### src/rtl/midi_msg_parser_if.sv
// Byte-in / note-event-out bundle for midi_msg_parser.
// master: byte source and event consumer (receiver glue / synth side).
// slave:  the parser itself.
interface midi_msg_parser_if #(
  parameter int unsigned FIFO_AW = 2
) ();

  logic [7:0]       new_byte;
  logic             new_byte_ready;
  logic             evt_valid;
  logic             evt_ready;
  logic             evt_on;
  logic [6:0]       evt_note;
  logic [6:0]       evt_velocity;
  logic             overflow;
  logic [FIFO_AW:0] fifo_level;

  modport master (
    output new_byte,
    output new_byte_ready,
    output evt_ready,
    input  evt_valid,
    input  evt_on,
    input  evt_note,
    input  evt_velocity,
    input  overflow,
    input  fifo_level
  );

  modport slave (
    input  new_byte,
    input  new_byte_ready,
    input  evt_ready,
    output evt_valid,
    output evt_on,
    output evt_note,
    output evt_velocity,
    output overflow,
    output fifo_level
  );

endinterface

### src/rtl/midi_msg_parser.sv
// MIDI byte-stream parser: decodes Note On/Off for one channel (or all, with OMNI)
// and queues the events in a first-word-fall-through FIFO with valid/ready output.
// Realtime bytes are transparent; SysEx, system-common and other channel-voice
// messages are skipped.
// Build option: define MIDI_RUNNING_STATUS_EN to keep running status across
// completed messages; otherwise every message needs its own status byte.
module midi_msg_parser #(
  parameter int unsigned CHANNEL = 0,
  parameter bit          OMNI    = 1'b0,
  parameter int unsigned FIFO_AW = 2
) (
  input logic               clk,
  input logic               reset_n,
  midi_msg_parser_if.slave  bus
);

  localparam int unsigned DEPTH    = 2 ** FIFO_AW;
  localparam logic [3:0]  CHAN_NIB = 4'(CHANNEL);

  typedef enum logic [1:0] {
    StIdle,
    StD1,
    StD2,
    StSysex
  } state_e;

  state_e           r_state;
  logic             r_rs_valid;
  logic [7:0]       r_rs_byte;
  logic [6:0]       r_d1;

  logic [14:0]      r_mem [DEPTH];
  logic [FIFO_AW:0] r_wr_ptr;
  logic [FIFO_AW:0] r_rd_ptr;
  logic             r_overflow;

  logic [7:0]       w_byte;
  logic             w_is_data;
  logic             w_take_d1;
  logic             w_take_d2;
  logic             w_note_msg;
  logic             w_chan_ok;
  logic             w_push;
  logic [14:0]      w_push_data;
  logic [FIFO_AW:0] w_level;
  logic             w_empty;
  logic             w_full;
  logic             w_pop;
  logic             w_wr_en;
  logic [14:0]      w_head;

  assign w_byte = bus.new_byte;

  // Classify the strobed byte and decide whether it completes a note event.
  always_comb begin
    w_is_data   = bus.new_byte_ready & ~w_byte[7];
    // A data byte in IDLE with running status acts as the first data byte.
    w_take_d1   = w_is_data & ((r_state == StD1) | ((r_state == StIdle) & r_rs_valid));
    w_take_d2   = w_is_data & (r_state == StD2);
    w_note_msg  = (r_rs_byte[7:5] == 3'b100);
    w_chan_ok   = OMNI | (r_rs_byte[3:0] == CHAN_NIB);
    w_push      = w_take_d2 & w_note_msg & w_chan_ok;
    // Note On with zero velocity is reported as Note Off; velocity passes through.
    w_push_data = {r_rs_byte[4] & (w_byte[6:0] != 7'd0), r_d1, w_byte[6:0]};
  end

  // Parser FSM: status tracking, running status and first data byte capture.
  always_ff @(posedge clk) begin
    if (!reset_n) begin
      r_state    <= StIdle;
      r_rs_valid <= 1'b0;
      r_rs_byte  <= 8'h00;
      r_d1       <= 7'h00;
    end else if (bus.new_byte_ready) begin
      if (w_byte >= 8'hF8) begin
        // Realtime: leave everything untouched.
        r_state <= r_state;
      end else if (w_byte == 8'hF0) begin
        r_state    <= StSysex;
        r_rs_valid <= 1'b0;
      end else if (w_byte[7:4] == 4'hF) begin
        r_state    <= StIdle;
        r_rs_valid <= 1'b0;
      end else if (w_byte[7]) begin
        // New channel status; also aborts any partial message.
        r_state    <= StD1;
        r_rs_valid <= 1'b1;
        r_rs_byte  <= w_byte;
      end else if (w_take_d1) begin
        r_d1 <= w_byte[6:0];
        // Program change / channel pressure carry a single data byte.
        if (r_rs_byte[7:5] == 3'b110) begin
          r_state <= StIdle;
`ifndef MIDI_RUNNING_STATUS_EN
          r_rs_valid <= 1'b0;
`endif
        end else begin
          r_state <= StD2;
        end
      end else if (w_take_d2) begin
        r_state <= StIdle;
`ifndef MIDI_RUNNING_STATUS_EN
        r_rs_valid <= 1'b0;
`endif
      end
    end
  end

  // FIFO bookkeeping; pointers carry one extra bit so full and empty differ.
  always_comb begin
    w_level = r_wr_ptr - r_rd_ptr;
    w_empty = (w_level == '0);
    w_full  = (w_level == (FIFO_AW + 1)'(DEPTH));
    w_pop   = ~w_empty & bus.evt_ready;
    // Full is fine if the head leaves in the same cycle.
    w_wr_en = w_push & (~w_full | w_pop);
    w_head  = r_mem[r_rd_ptr[FIFO_AW-1:0]];
  end

  // Pointer and sticky overflow update.
  always_ff @(posedge clk) begin
    if (!reset_n) begin
      r_wr_ptr   <= '0;
      r_rd_ptr   <= '0;
      r_overflow <= 1'b0;
    end else begin
      if (w_wr_en) begin
        r_wr_ptr <= r_wr_ptr + 1'b1;
      end
      if (w_pop) begin
        r_rd_ptr <= r_rd_ptr + 1'b1;
      end
      if (w_push & ~w_wr_en) begin
        r_overflow <= 1'b1;
      end
    end
  end

  // Event storage; contents are don't-care until written, outputs are gated when empty.
  always_ff @(posedge clk) begin
    if (reset_n && w_wr_en) begin
      r_mem[r_wr_ptr[FIFO_AW-1:0]] <= w_push_data;
    end
  end

  assign bus.evt_valid    = ~w_empty;
  assign bus.evt_on       = w_empty ? 1'b0 : w_head[14];
  assign bus.evt_note     = w_empty ? 7'd0 : w_head[13:7];
  assign bus.evt_velocity = w_empty ? 7'd0 : w_head[6:0];
  assign bus.overflow     = r_overflow;
  assign bus.fifo_level   = w_level;

endmodule
### src/flat_wrapper.sv
// flat-port wrapper written by rule: the top's interface ports become plain ports
module midi_msg_parser_flat 
#(
  parameter int unsigned CHANNEL = 0,
  parameter bit          OMNI    = 1'b0,
  parameter int unsigned FIFO_AW = 2
)
  (clk, reset_n, bus_new_byte, bus_new_byte_ready, bus_evt_ready, bus_evt_valid, bus_evt_on, bus_evt_note, bus_evt_velocity, bus_overflow, bus_fifo_level);
  midi_msg_parser_if #(.FIFO_AW(FIFO_AW)) bus_i ();
  input logic clk;
  input logic reset_n;
  input wire logic [$bits(bus_i.new_byte)-1:0] bus_new_byte;
  input wire logic [$bits(bus_i.new_byte_ready)-1:0] bus_new_byte_ready;
  input wire logic [$bits(bus_i.evt_ready)-1:0] bus_evt_ready;
  output wire logic [$bits(bus_i.evt_valid)-1:0] bus_evt_valid;
  output wire logic [$bits(bus_i.evt_on)-1:0] bus_evt_on;
  output wire logic [$bits(bus_i.evt_note)-1:0] bus_evt_note;
  output wire logic [$bits(bus_i.evt_velocity)-1:0] bus_evt_velocity;
  output wire logic [$bits(bus_i.overflow)-1:0] bus_overflow;
  output wire logic [$bits(bus_i.fifo_level)-1:0] bus_fifo_level;
  assign bus_i.new_byte = bus_new_byte;
  assign bus_i.new_byte_ready = bus_new_byte_ready;
  assign bus_i.evt_ready = bus_evt_ready;
  assign bus_evt_valid = bus_i.evt_valid;
  assign bus_evt_on = bus_i.evt_on;
  assign bus_evt_note = bus_i.evt_note;
  assign bus_evt_velocity = bus_i.evt_velocity;
  assign bus_overflow = bus_i.overflow;
  assign bus_fifo_level = bus_i.fifo_level;
  midi_msg_parser #(.CHANNEL(CHANNEL), .OMNI(OMNI), .FIFO_AW(FIFO_AW)) u_core (.clk(clk), .reset_n(reset_n), .bus(bus_i));
endmodule
### config.mk
export PLATFORM = sky130hd
export DESIGN_NAME = midi_msg_parser_flat
export DESIGN_NICKNAME = d
export VERILOG_FILES = /design/src/rtl/midi_msg_parser_if.sv /design/src/rtl/midi_msg_parser.sv /design/src/flat_wrapper.sv
export SDC_FILE = /design/constraint.sdc
export NUM_CORES = 1
export LEC_CHECK = 0
export CAP_MARGIN = 20
export CELL_PAD_IN_SITES_DETAIL_PLACEMENT = 1
export CELL_PAD_IN_SITES_GLOBAL_PLACEMENT = 1
export CORE_MARGIN = 5
export CORE_UTILIZATION = 48
export DETAILED_ROUTE_END_ITERATION = 7
export GPL_TIMING_DRIVEN = 0
export PLACE_DENSITY = 0.75
export SETUP_SLACK_MARGIN = 0.1
export SYNTH_ARGS = -nofsm -noshare
export SYNTH_HDL_FRONTEND = slang
export SYNTH_SLANG_ARGS = --single-unit
### constraint.sdc
create_clock -name clk -period 4.24 [get_ports clk]
set_input_delay 0.424 -clock clk [delete_from_list [all_inputs] [get_ports clk]]
set_output_delay 0.424 -clock clk [all_outputs]
set_load 0.005 [all_outputs]
==> results.py <==
metrics = {
    "floorplanning": {
        "die_area_um2": 9250,
        "rows": 31,
        "ioPinCount": 32,
        "die_x_um": 96.2,
        "core-area_um2": 7250,
        "die_h_um": 96.2,
        "floorplan.initialDensity_pct": 49.1,
    },
    "pwr": {
        "irDropWorstVdd_uv": 182,
        "p_per_area_nw_per_um2": 498,
        "p_leak_uw": 0.00153,
    },
    "run": {
        "cap_violations": 0,
    },
    "synthesis": {
        "yosysWarnings": 0,
        "synthFlopType": "edfxtp_1",
        "ys_types": 45,
        "syn_area_um2": 3560,
        "seq_area_frac_synth_pct": 65.7,
        "synth_fp_nets": 252,
        "synthCells": 233,
        "synthArstFlopShare_pct": 0,
        "ys_ff_latch": 87,
        "synth_area_per_cell_um2": 15.3,
        "synth_edf_count": 60,
    },
    "critical_path": {
        "slowest_stage": "clkdlybuf4s50_1",
        "arrival_ps": 2890,
        "critPathMaxStageDelay_ps": 450,
        "reg2reg_slack_ps": 1380,
        "r2r_end": "u_core.r_mem[0][3]",
        "crit_chain": "inv_1 -> ha_1 -> fa_1 -> xnor3_2 -> inv_2 -> nor2_2 -> buf_2 -> nor2b_1 -> clkdlybuf4s50_1",
        "reg2reg_depth": 7,
        "worstSetupEndpointType": "primary output",
        "startpoint": "u_core.r_wr_ptr[0]",
        "r2r-start": "u_core.r_wr_ptr[0]",
        "crit_end": "bus_evt_velocity[3]",
        "path_max_fanout": 10,
        "critPathKind": "reg2out",
        "required_ps": 3820,
        "cp-start-kind": "flip-flop",
    },
    "clocking": {
        "post_cts_buffers": 0,
        "clk_latency_ps": 350,
        "cts_max_level": 3,
        "cts_sinks": 87,
        "ctsResizeCount": 0,
        "cts-root-buf": "clkbuf_8",
        "clockBufferDepth": 2,
        "cts_buffers": 9,
        "clk_pin_slew_worst_paths_ps": 90,
        "cts_hold_buf": 0,
        "cts_tree": "done",
    },
    "timing": {
        "worst_slew_pin_slew_ps": 892,
        "skew_ps": 10.8,
        "setup_viol": 0,
        "relSlewSlack_pct": 40.5,
        "min_period_over_period_pct": 78.1,
        "hold_viol_final": 0,
        "finalWorstSetupSlack_ps": 928,
        "fmax_mhz": 302,
        "finalMaxSlewViolations": 0,
        "rsz0062_at_grt": "no",
        "min_period_ps": 3310,
    },
    "global_route": {
        "grt_max_degree": 16,
        "overflow": 0,
        "antenna_found_initial": 0,
        "grt_usage_pct": 18.8,
        "grt_pass1_wl_um": 12600,
        "grt_pass1_vias": 2262,
    },
    "routing": {
        "drtIter0Drc": 110,
        "wire_per_inst_um": 19.8,
        "viasPerCell": 5.45,
        "wirelength_um": 7510,
        "ant_nets": 0,
        "drc": 0,
        "drt_pass1_iterations": 4,
        "vias": 2065,
    },
    "place": {
        "place_ws_ps": 1250,
        "dpl.hpwl_um": 5040,
        "gp_congestion": 0.768,
        "numPortBuffers": 29,
    },
    "cells_and_area": {
        "fin_nets": 294,
        "diodes": 0,
        "area_growth_pct": 18.7,
        "utilization_pct": 58.3,
        "drive_gt1_share_pct": 16.4,
    },
    "status": {
        "outcome": "completed",
    },
    "hold_path": {
        "hold_class": "reg2reg",
    },
}
==> placed cells by master, fill, tap and decap left out, drive strengths merged, types with 2 or more instances in the layout <==
cell type and count:
a21oi 4, a31oi 2, and2 3, and2b 6, buf 6, bufinv 2, clkbuf 16, clkdlybuf4s50 29
clkinv 2, dfxtp 27, edfxtp 60, ha 6, inv 11, mux2i 14, mux4 15, nand2 7
nand3 4, nor2 21, nor2b 9, nor3b 2, nor4 2, o21ai 9, or3 3
==> synthesized netlist by cell type, types with 2 or more instances <==
cell	number	area, um^2
ha_1	6	75.1
and2b_1	6	45.0
and2_1	3	18.8
a31oi_1	2	12.5
clkbuf_1	5	18.8
dfxtp_1	27	541
mux2i_1	14	140
nand2_1	7	26.3
nor2_1	20	75.1
or3_1	3	18.8
inv_1	9	33.8
a21oi_1	4	20.0
nor2b_1	9	56.3
mux4_2	15	338
buf_2	4	20.0
edfxtp_1	60	1800
o21ai_0	8	40.0
nand3_1	4	20.0
==> power breakdown <==
part / total (uW) / internal (uW) / switching (uW)
Clock: 661 / 368 / 293
Combinational: 505 / 289 / 216
Sequential: 940 / 920 / 20.0
Total: 2110 / 1580 / 529
==> logic make-up (layout without fill, tap and decap cells) <==
kind of cell | Yosys count | after routing | synth area share (%)
buffers and inverters | 19 | 66 | 2.14
flip-flops | 87 | 87 | 65.7
adder cells (fa/ha/maj) | 7 | 7 | 2.67
multiplexers | 29 | 29 | 13.4
AND/OR/NAND/NOR | 65 | 65 | 10.5
AO/OA/AOI/OAI | 23 | 23 | 4.42
XOR/XNOR | 3 | 3 | 1.16
==> cell type report <==
class,count,area (um^2)
fill,723,3020
timing repair buffer,31,305
clock buffer,11,153
inverter,10,37.5
multi-input combinational,127,1150
buffer,9,38.8
clock inverter,5,78.8
sequential,87,2340
tap,99,124
==> flip-flops by register name, indices dropped and copies added (netlist names), named ones only <==
name and count:
u_core.r_mem 60, u_core.r_rs_byte 8, u_core.r_d1 7, u_core.r_rd_ptr 3, u_core.r_wr_ptr 3, u_core.r_state 2
u_core.bus.overflow 1, u_core.r_rs_valid 1
==> per-stage QoR <==
step	total power [uW]	TNS [ps]	area (um^2)	hold WS [ps]	std cells
floorplan	1220	0	3560	455	233
global placement	1460	-3780	3980	464	361
detailed placement	1480	0	4000	470	363
CTS	2130	0	4230	488	379
global route	2220	0	4230	500	379
finish	2110	0	4230	481	379
==> worst min-delay path by stage <==
stage / cells after the start / startpoint / slack, ps / end
after floorplan: 1 / u_core.r_rs_byte[7] / 460 / u_core.r_rs_byte[7]
after global placement: 2 / u_core.bus.overflow / 460 / u_core.bus.overflow
after detailed placement: 2 / u_core.bus.overflow / 470 / u_core.bus.overflow
after CTS: 2 / u_core.bus.overflow / 490 / u_core.bus.overflow
after global routing: 2 / reset_n / 500 / u_core.r_state[0]
final: 2 / u_core.bus.overflow / 480 / u_core.bus.overflow
==> worst max-delay path: cells and delay by family, from the launching register on <==
| kind | cells | cell delay [ps] |
|---|---|---|
| and+or+nand+nor | 2 | 390 |
| xor gates and xnor gates | 1 | 280 |
| adders and majority gates | 2 | 570 |
| DFF | 1 | 360 |
| buffers and inverters | 4 | 930 |
==> per-layer routing <==
metal | part of all wire [%] | wire length (um) | vias to the layer above | global-route usage, %
li1 | - | - | 961 | -
met4 | 0.75 | 56 | 0 | 4.62
met2 | 52 | 3870 | 45 | 32.2
met3 | 4.2 | 315 | 5 | 4.38
met1 | 43 | 3270 | 1054 | 24.0
met5 | 0 | 0 | - | 0
Power figures use the tool's default switching activity.
